===== src/rtl/ground_pkg.sv =====
// Shared types and constants for the crumbling-ground tile sequencer.
package ground_pkg;

  typedef enum logic [2:0] {
    ST_IDLE    = 3'd0,
    ST_SHAKE   = 3'd1,
    ST_CRACK   = 3'd2,
    ST_CRUMBLE = 3'd3,
    ST_GONE    = 3'd4
  } ground_state_t;

  localparam logic [1:0] FRAME_INTACT  = 2'd0;
  localparam logic [1:0] FRAME_CRACK   = 2'd1;
  localparam logic [1:0] FRAME_CRUMBLE = 2'd2;
  localparam logic [1:0] FRAME_GONE    = 2'd3;

  // Last step index of a state; a duration of 0 or 1 still lasts one tick.
  function automatic int last_step(input int ticks);
    return (ticks <= 1) ? 0 : ticks - 1;
  endfunction

  // Counter width for a modulus, never narrower than one bit.
  function automatic int cnt_width(input int modulus);
    return (modulus <= 2) ? 1 : $clog2(modulus);
  endfunction

  function automatic int max2(input int a, input int b);
    return (a > b) ? a : b;
  endfunction

endpackage


===== src/rtl/ground_tile_fsm.sv =====
// One tile: state, shared step counter and registered frame/solid/pulse.
module ground_tile_fsm
  import ground_pkg::*;
#(
  parameter int SHAKE_TICKS   = 15,
  parameter int CRACK_TICKS   = 3,
  parameter int CRUMBLE_TICKS = 4,
  parameter int RESPAWN_TICKS = 40,
  parameter int STEP_W        = 6
) (
  input  logic       clk,
  input  logic       rst_n,
  input  logic       i_tick,
  input  logic       i_touched,
  input  logic       i_respawn_en,
  output logic [1:0] o_frame,
  output logic       o_solid,
  output logic       o_collapse_pulse,
  output logic [2:0] o_dbg_state
);

  localparam logic [STEP_W-1:0] SHAKE_LAST   = STEP_W'(last_step(SHAKE_TICKS));
  localparam logic [STEP_W-1:0] CRACK_LAST   = STEP_W'(last_step(CRACK_TICKS));
  localparam logic [STEP_W-1:0] CRUMBLE_LAST = STEP_W'(last_step(CRUMBLE_TICKS));
  localparam logic [STEP_W-1:0] RESPAWN_LAST = STEP_W'(last_step(RESPAWN_TICKS));
  localparam logic [STEP_W-1:0] STEP_ONE     = STEP_W'(1);

  ground_state_t     r_state;
  logic [STEP_W-1:0] r_step;
  logic [1:0]        r_frame;
  logic              r_solid;
  logic              r_pulse;

  // Tile sequencer: outputs are registered alongside the state so they move
  // in the cycle after the tick that caused the transition.
  always_ff @(posedge clk or negedge rst_n) begin
    if (!rst_n) begin
      r_state <= ST_IDLE;
      r_step  <= '0;
      r_frame <= FRAME_INTACT;
      r_solid <= 1'b1;
      r_pulse <= 1'b0;
    end else begin
      r_pulse <= 1'b0;
      case (r_state)
        ST_IDLE: begin
          // Entry tick is deliberately not counted.
          if (i_touched) begin
            r_state <= ST_SHAKE;
            r_step  <= '0;
          end
        end
        ST_SHAKE: begin
          // Untouched ticks pause the shake without losing progress.
          if (i_tick && i_touched) begin
            if (r_step == SHAKE_LAST) begin
              r_state <= ST_CRACK;
              r_step  <= '0;
              r_frame <= FRAME_CRACK;
            end else begin
              r_step <= r_step + STEP_ONE;
            end
          end
        end
        ST_CRACK: begin
          if (i_tick) begin
            if (r_step == CRACK_LAST) begin
              r_state <= ST_CRUMBLE;
              r_step  <= '0;
              r_frame <= FRAME_CRUMBLE;
              r_solid <= 1'b0;
            end else begin
              r_step <= r_step + STEP_ONE;
            end
          end
        end
        ST_CRUMBLE: begin
          if (i_tick) begin
            if (r_step == CRUMBLE_LAST) begin
              r_state <= ST_GONE;
              r_step  <= '0;
              r_frame <= FRAME_GONE;
              r_pulse <= 1'b1;
            end else begin
              r_step <= r_step + STEP_ONE;
            end
          end
        end
        ST_GONE: begin
          // Dropping respawn_en freezes the count where it is.
          if (i_tick && i_respawn_en) begin
            if (r_step == RESPAWN_LAST) begin
              r_state <= ST_IDLE;
              r_step  <= '0;
              r_frame <= FRAME_INTACT;
              r_solid <= 1'b1;
            end else begin
              r_step <= r_step + STEP_ONE;
            end
          end
        end
        default: begin
          r_state <= ST_IDLE;
          r_step  <= '0;
          r_frame <= FRAME_INTACT;
          r_solid <= 1'b1;
        end
      endcase
    end
  end

  assign o_frame          = r_frame;
  assign o_solid          = r_solid;
  assign o_collapse_pulse = r_pulse;
  assign o_dbg_state      = r_state;

endmodule


===== src/rtl/ground_crumble_ctrl.sv =====
// Shared animation tick divider plus one sequencer per ground tile.
module ground_crumble_ctrl
  import ground_pkg::*;
#(
  parameter int N_TILES       = 3,
  parameter int TICK_DIV      = 6000000,
  parameter int SHAKE_TICKS   = 15,
  parameter int CRACK_TICKS   = 3,
  parameter int CRUMBLE_TICKS = 4,
  parameter int RESPAWN_TICKS = 40
) (
  input  logic                   clk,
  input  logic                   rst_n,
  input  logic [N_TILES-1:0]     touched,
  input  logic                   respawn_en,
  output logic                   tick,
  output logic [2*N_TILES-1:0]   frame_sel,
  output logic [N_TILES-1:0]     solid,
  output logic [N_TILES-1:0]     collapse_pulse,
  output logic [3*N_TILES-1:0]   dbg_state
);

  localparam int DIV_W  = cnt_width(TICK_DIV);
  localparam int STEP_W = cnt_width(max2(max2(SHAKE_TICKS, CRACK_TICKS),
                                         max2(CRUMBLE_TICKS, RESPAWN_TICKS)));
  localparam logic [DIV_W-1:0] DIV_LAST = DIV_W'(last_step(TICK_DIV));
  localparam logic [DIV_W-1:0] DIV_ONE  = DIV_W'(1);

  logic [DIV_W-1:0] r_div;
  logic             r_tick;

  // Free-running divider; the strobe is registered so it trails the count by one.
  always_ff @(posedge clk or negedge rst_n) begin
    if (!rst_n) begin
      r_div  <= '0;
      r_tick <= 1'b0;
    end else begin
      r_div  <= (r_div == DIV_LAST) ? '0 : r_div + DIV_ONE;
      r_tick <= (r_div == DIV_LAST);
    end
  end

  assign tick = r_tick;

  for (genvar g = 0; g < N_TILES; g++) begin : g_tile
    ground_tile_fsm #(
      .SHAKE_TICKS  (SHAKE_TICKS),
      .CRACK_TICKS  (CRACK_TICKS),
      .CRUMBLE_TICKS(CRUMBLE_TICKS),
      .RESPAWN_TICKS(RESPAWN_TICKS),
      .STEP_W       (STEP_W)
    ) u_tile (
      .clk             (clk),
      .rst_n           (rst_n),
      .i_tick          (r_tick),
      .i_touched       (touched[g]),
      .i_respawn_en    (respawn_en),
      .o_frame         (frame_sel[2*g+1:2*g]),
      .o_solid         (solid[g]),
      .o_collapse_pulse(collapse_pulse[g]),
      .o_dbg_state     (dbg_state[3*g+2:3*g])
    );
  end

endmodule


===== config.mk =====
export PLATFORM = sky130hd
export DESIGN_NAME = ground_crumble_ctrl
export DESIGN_NICKNAME = d
export VERILOG_FILES = /design/src/rtl/ground_pkg.sv /design/src/rtl/ground_tile_fsm.sv /design/src/rtl/ground_crumble_ctrl.sv
export SDC_FILE = /design/constraint.sdc
export NUM_CORES = 1
export LEC_CHECK = 0
export ABC_AREA = 0
export CORE_AREA = 4 4 83 85
export CTS_BUF_LIST = sky130_fd_sc_hd__clkbuf_16
export CTS_CLUSTER_SIZE = 16
export DETAILED_ROUTE_END_ITERATION = 16
export DIE_AREA = 0 0 87 89
export PLACE_DENSITY = 0.8
export SYNTH_ARGS = -nofsm -noshare
export SYNTH_HDL_FRONTEND = slang
export SYNTH_HIERARCHICAL = 1
export SYNTH_SLANG_ARGS = --single-unit

===== constraint.sdc =====
create_clock -name clk -period 6.4 [get_ports clk]
set_input_delay 0.96 -clock clk [delete_from_list [all_inputs] [get_ports clk]]
set_output_delay 0.96 -clock clk [all_outputs]
set_load 0.05 [all_outputs]

==> metrics.cfg, run 1 <==
[global_routing]
grt_max_degree=64
gr-total-overflow=0
grt_usage_pct=21.9
grt_pass1_vias=2821
grt_pass1_wl_um=13400
antenna_found_initial=0

[finish]
multiInputGateArea_sq_um=1970
regArea_sq_um=1580
layout_common_cells=60 x dfrtp_1, 39 x nor2_1, 33 x nand2_1, 26 x clkdlybuf4s50_1, 21 x nand3_1
area.growth.synth_to_final_pct=12.4
antenna_cells=0
fillers=469
drive_above_1_share_pct=11.7
final_common_cell=dfrtp_1
fin_util_pct=68.0
finish.net_count=427

[pwr]
power_uw=826
static-leakage-power_uw=0.00171
power.density_nw_per_um2=196
irDropWorstVdd_mv=0.147

[place]
hpwl_um=5320
routabilityCongestion=0.878
pre_cts_ws_ns=3.40
port_buffers=27

[sta]
clock.fmax_mhz=341
max_slew_margin_pct=47.1
fin_skew_ns=0.00496
fin_tns_setup_ns=0
post-route-min-period_ns=2.93
setup_ws_ns=3.47
slew_viol_final=0
setup_viol=0
period_share_pct=45.8
grt_setup_unrepaired=false
tightest_slew_ns=0.794
finalHoldViolations=0

[synth]
synth_seq_cells=63
yosysWarnings=6
synthArstFlopShare_pct=100
synth_area_sq_um=3750
syn_avg_cell_area_sq_um=9.52
synth_flop_cell=dfrtp_1
synth_cell_type_count=64
yosysSeqAreaShare_pct=42.1
synth-edff-count=0
synth_fp_nets=407
syn-instance-count=394

[die]
core_area_sq_um=6200
die_area_sq_um=7740
initial_utilization_pct=60.4
fp.dieH_um=89
io_pins=28
die_width_um=87
fp-row-count=29

[clocking]
cts_resized=0
root_buffer=clkbuf_16
cts-buffers-inserted=9
clk_pin_slew_ns=0.05
clkLatencyLatePin_ns=0.32
htreeDepth=3
cts.path.max_buffers=2
cts_sinks=63
cts_tree=yes
postCtsSetupBuffers=0
cts_hold_buf=0

[routing]
totalWireLength_um=7940
dr_total_vias=3078
vias_per_cell=6.21
ant_nets=0
route.detailed.drc=0
drtPass1Iterations=5
drt_iter0_drc=155
wl_per_cell_um=16.0

[setup_path]
timing.critical_path.buf_inv=1
crit_chain=clkdlybuf4s50_1
cp.required_ns=5.44
crit_family=buffers and inverters
crit_slowest_cell=clkdlybuf4s50_1
arrival_ns=1.97
path_class=flip-flop to output pin
startpoint_type=flip-flop
critPathMaxFanout=22
cp-end-kind=output pin
max_stage_delay_ns=0.92

[flow_run]
cap_violations=0

[min_path]
hold_path_class=flip-flop to flip-flop

[run_status]
status=finished, final reports clean

## layout make-up
class | count | share of cell area [%]
well taps | 77 | 2.28
multi-input cells | 302 | 46.7
inverters | 9 | 0.801
flip-flops and latches | 63 | 37.5
clock buffers | 9 | 5.34
repair buffers | 29 | 6.65
clock inverters | 7 | 0.772
## metrics by stage
stage          hold slack (ns)  area [sq um]  cells
6_report                 0.457          4220    496
5_1_grt                  0.468          4220    496
4_1_cts                  0.459          4220    496
3_5_place_dp             0.451          3960    480
3_3_place_gp             0.451          3960    480
2_1_floorplan            0.441          3750    394
## where the power goes
group	switching [uW]	total (uW)	leakage [uW]	internal (uW)
clock network	161	415	0.000133	254
logic	8.93	11.8	0.000759	2.83
registers	0	399	0.000818	399
total	170	826	0.00171	656
## logic make-up after synthesis
group | share of synthesized area (%)
buf+inv | 5.37
fa+ha+maj | 2.34
simple gates | 28.3
flops | 42.1
mux | 4.74
compound gates | 13.4
xor+xnor | 3.74
## path summary, 6_finish.rpt
kind	from	to	slack (ns)	cells after the start
min in group asynchronous	rst_n	g_tile[1].u_tile/o_frame[1]	0.80	2
worst min register to register	g_tile[0].u_tile/o_solid	g_tile[0].u_tile/o_solid	0.46	2
worst min-delay path	g_tile[0].u_tile/o_solid	g_tile[0].u_tile/o_solid	0.46	2
max in group asynchronous	rst_n	r_div[12]	5.06	2
worst max-delay path	tick	tick	3.47	1
worst max register to register	r_div[9]	r_div[5]	3.94	4
## flip-flops by register name, summed over array words and instances, names as in the netlist
name	flops
g_tile.u_tile/o_frame	6
g_tile.u_tile/o_collapse_pulse	3
g_tile.u_tile/o_dbg_state	9
g_tile.u_tile/o_solid	3
g_tile.u_tile/r_step	18
tick	1
r_div	23
## synthesized netlist by cell type (3+ instances only)
library cell | count | share of area [%]
nand2b_1 | 3 | 0.50
clkbuf_2 | 3 | 0.40
nand4_1 | 12 | 2.0
ha_1 | 7 | 2.3
a211oi_1 | 5 | 1.0
xnor2_1 | 12 | 2.8
o21ai_2 | 6 | 1.4
or4_4 | 4 | 1.2
o21a_1 | 4 | 0.80
nand2_1 | 33 | 3.3
inv_1 | 9 | 0.90
or3_1 | 4 | 0.67
nor4bb_1 | 3 | 0.80
dfstp_2 | 3 | 2.1
xor2_1 | 4 | 0.93
nand3b_1 | 3 | 0.60
a21oi_1 | 11 | 1.5
nor2_1 | 39 | 3.9
buf_4 | 6 | 1.2
and3_1 | 7 | 1.2
o31ai_1 | 7 | 1.4
nor4_1 | 5 | 0.83
or2_2 | 7 | 1.2
nand3_1 | 21 | 2.8
mux2i_1 | 11 | 2.9
dfrtp_1 | 60 | 40
mux2_2 | 5 | 1.5
o211ai_1 | 4 | 0.80
nor3_1 | 18 | 2.4
o21ai_0 | 14 | 1.9
a31oi_1 | 9 | 1.5
buf_6 | 5 | 1.5
nor2b_1 | 5 | 0.83
## metal layers
| layer | up-vias | track usage [%] | wire, um |
|---|---|---|---|
| met4 | 0 | 9.49 | 95 |
| met2 | 96 | 35.4 | 4010 |
| met1 | 1485 | 29.5 | 3480 |
| met3 | 9 | 3.23 | 350 |
| li1 | 1488 | - | - |
| met5 | - | 0 | 0 |
Power figures use the tool's default switching activity.
==> run 2: changes to the inputs <==
--- a/config.mk
+++ b/config.mk
@@ -6,12 +6,12 @@
 export NUM_CORES = 1
 export LEC_CHECK = 0
 export ABC_AREA = 0
-export CORE_AREA = 4 4 83 85
+export CORE_AREA = 4 4 90 92
 export CTS_BUF_LIST = sky130_fd_sc_hd__clkbuf_16
 export CTS_CLUSTER_SIZE = 16
 export DETAILED_ROUTE_END_ITERATION = 16
-export DIE_AREA = 0 0 87 89
-export PLACE_DENSITY = 0.8
+export DIE_AREA = 0 0 94 96
+export PLACE_DENSITY = 0.72
 export SYNTH_ARGS = -nofsm -noshare
 export SYNTH_HDL_FRONTEND = slang
 export SYNTH_HIERARCHICAL = 1
==> constraint.sdc (replaced) <==
create_clock -name clk -period 2.6 [get_ports clk]
set_input_delay 0.39 -clock clk [delete_from_list [all_inputs] [get_ports clk]]
set_output_delay 0.39 -clock clk [all_outputs]
set_load 0.05 [all_outputs]
==> metrics.cfg, run 2 (synthesis gave the netlist of run 1 again) <==
[run_status]
status=finished, final reports clean

[die]
fp.dieH_um=96  ; +7.9%
initial_utilization_pct=52.0  ; -8.5 points
die_area_sq_um=9020  ; +17%
core_area_sq_um=7210  ; +16%
io_pins=28  ; unchanged
fp-row-count=31  ; +6.9%
die_width_um=94  ; +8.0%

[finish]
layout_common_cells=60 x dfrtp_1, 39 x nor2_1, 33 x nand2_1, 26 x clkdlybuf4s50_1, 21 x nand3_1
final_common_cell=dfrtp_1
area.growth.synth_to_final_pct=17.9
fin_util_pct=61.3  ; -6.7 points
largest_register_ff_count=23  ; unchanged
finish.net_count=434  ; +1.6%
drive_above_1_share_pct=14.1  ; +2.4 points
top_register=r_div
antenna_cells=0  ; unchanged
finalNonFillerCells=525  ; +5.8%

[routing]
drt_iter0_drc=121  ; -22%
dr_total_vias=3058  ; -0.65%
ant_nets=0  ; unchanged
route.detailed.drc=0  ; unchanged
drtPass1Iterations=4  ; -1
wl_per_cell_um=14.7  ; -7.9%
vias_per_cell=5.82  ; -6.1%
totalWireLength_um=7740  ; -2.5%

[sta]
clock.fmax_mhz=416
period_share_pct=92.3
tightest_slew_ns=0.969  ; +0.175 ns
slew_viol_final=0  ; unchanged
finalHoldViolations=0  ; unchanged
max_slew_margin_pct=35.2  ; -12 points
post-route-min-period_ns=2.40
setup_viol=0  ; unchanged
grt_setup_unrepaired=false
fin_skew_ns=0.00726  ; +0.00230 ns
fin_tns_setup_ns=0  ; unchanged

[place]
hpwl_um=5380  ; +1.2%
dpl.cell_count=509  ; +6.0%
port_buffers=27  ; unchanged
routabilityCongestion=0.845  ; -3.8%

[clocking]
postCtsSetupBuffers=0  ; unchanged
cts-buffers-inserted=9  ; unchanged
clkLatencyLatePin_ns=0.32  ; about the same
htreeDepth=3  ; unchanged
cts_resized=0  ; unchanged
clk_pin_slew_ns=0.06  ; about the same
root_buffer=clkbuf_16
cts.path.max_buffers=2  ; unchanged
cts_hold_buf=0  ; unchanged
cts_sinks=63  ; unchanged
cts_tree=yes

[global_routing]
grt_pass1_vias=2905  ; +3.0%
grt_pass1_wl_um=13400  ; +0.10%
grt_max_degree=39  ; -39%
gr-total-overflow=0  ; unchanged
grt_usage_pct=18.8  ; -3.1 points
antenna_found_initial=0  ; unchanged

[setup_path]
cp-end-kind=output pin
startpoint_type=flip-flop
worstReg2RegStart=r_div[9]
r2r_slack_ns=0.36  ; -3.58 ns
critPathMaxFanout=15  ; -32%
r2r-end=r_div[11]
cp.required_ns=2.21  ; -3.23 ns
arrival_ns=2.01  ; +0.04 ns
reg2reg_depth=5  ; +1
path_class=flip-flop to output pin

[pwr]
power_uw=2500  ; +200%
static-leakage-power_uw=0.00179  ; +4.8%
power.density_nw_per_um2=565  ; +190%
irDropWorstVdd_mv=0.509  ; +250%

[flow_run]
cap_violations=0  ; unchanged

[min_path]
hold_path_class=input pin to async pin

[run 2: changes by cell type in the layout (fill, tap and decap cells not counted)]
cell / previous run / this run
bufinv_16: 0 / 4
clkinv_4: 0 / 2
buf_4: 2 / 8
buf_12: 0 / 1
inv_1: 11 / 9
clkinv_1: 2 / 0
clkinv_2: 2 / 0
[run 2: worst max-delay path, stage by stage (launching register included)]
cell,delay [ns]
dfrtp_1,0.63
buf_4,0.24
clkdlybuf4s50_1,0.80
[run 2: through the flow]
stage	setup slack [ns]	cell area [sq um]	hold WS, ns
floorplan	0.550	3750	0.0944
global placement	0.374	4050	0.436
detailed placement	0.337	4050	0.436
CTS	0.188	4420	0.0852
global route	0.110	4420	0.121
finish	0.199	4420	0.0690
[run 2: report_power, final]
group | switching (uW) | leakage, uW | total (uW) | internal [uW]
registers | 0 | 0.000818 | 981 | 981
logic | 22.5 | 0.000798 | 32.5 | 9.99
clock network | 447 | 0.000176 | 1480 | 1040
[run 2: cell type report]
class | instances | area (sq um)
timing repair buffer | 36 | 345
tap | 99 | 124
clock buffer | 9 | 225
inverter | 9 | 33.8
clock inverter | 7 | 145
fill | 608 | 2790
sequential | 63 | 1580
multi-input combinational | 302 | 1970
[run 2: routing by layer]
layer  track usage [%]  vias to the layer above  wire (um)
met5                 0                        -          0
met4              7.94                        0        117
met3              4.30                       10        304
met2              30.3                       58       3670
met1              24.4                     1488       3640
li1                  -                     1502          -
[run 2: how the worst max path moves through the flow]
stage / start / to / slack [ns] / cells after the start
after floorplan: tick / g_tile[2].u_tile/o_dbg_state[0] / 0.55 / 5
after global placement: respawn_en / g_tile[1].u_tile/o_dbg_state[0] / 0.37 / 8
after detailed placement: respawn_en / g_tile[1].u_tile/o_dbg_state[0] / 0.34 / 8
after CTS: tick / tick / 0.19 / 2
after global routing: tick / tick / 0.11 / 2
final: tick / tick / 0.20 / 2
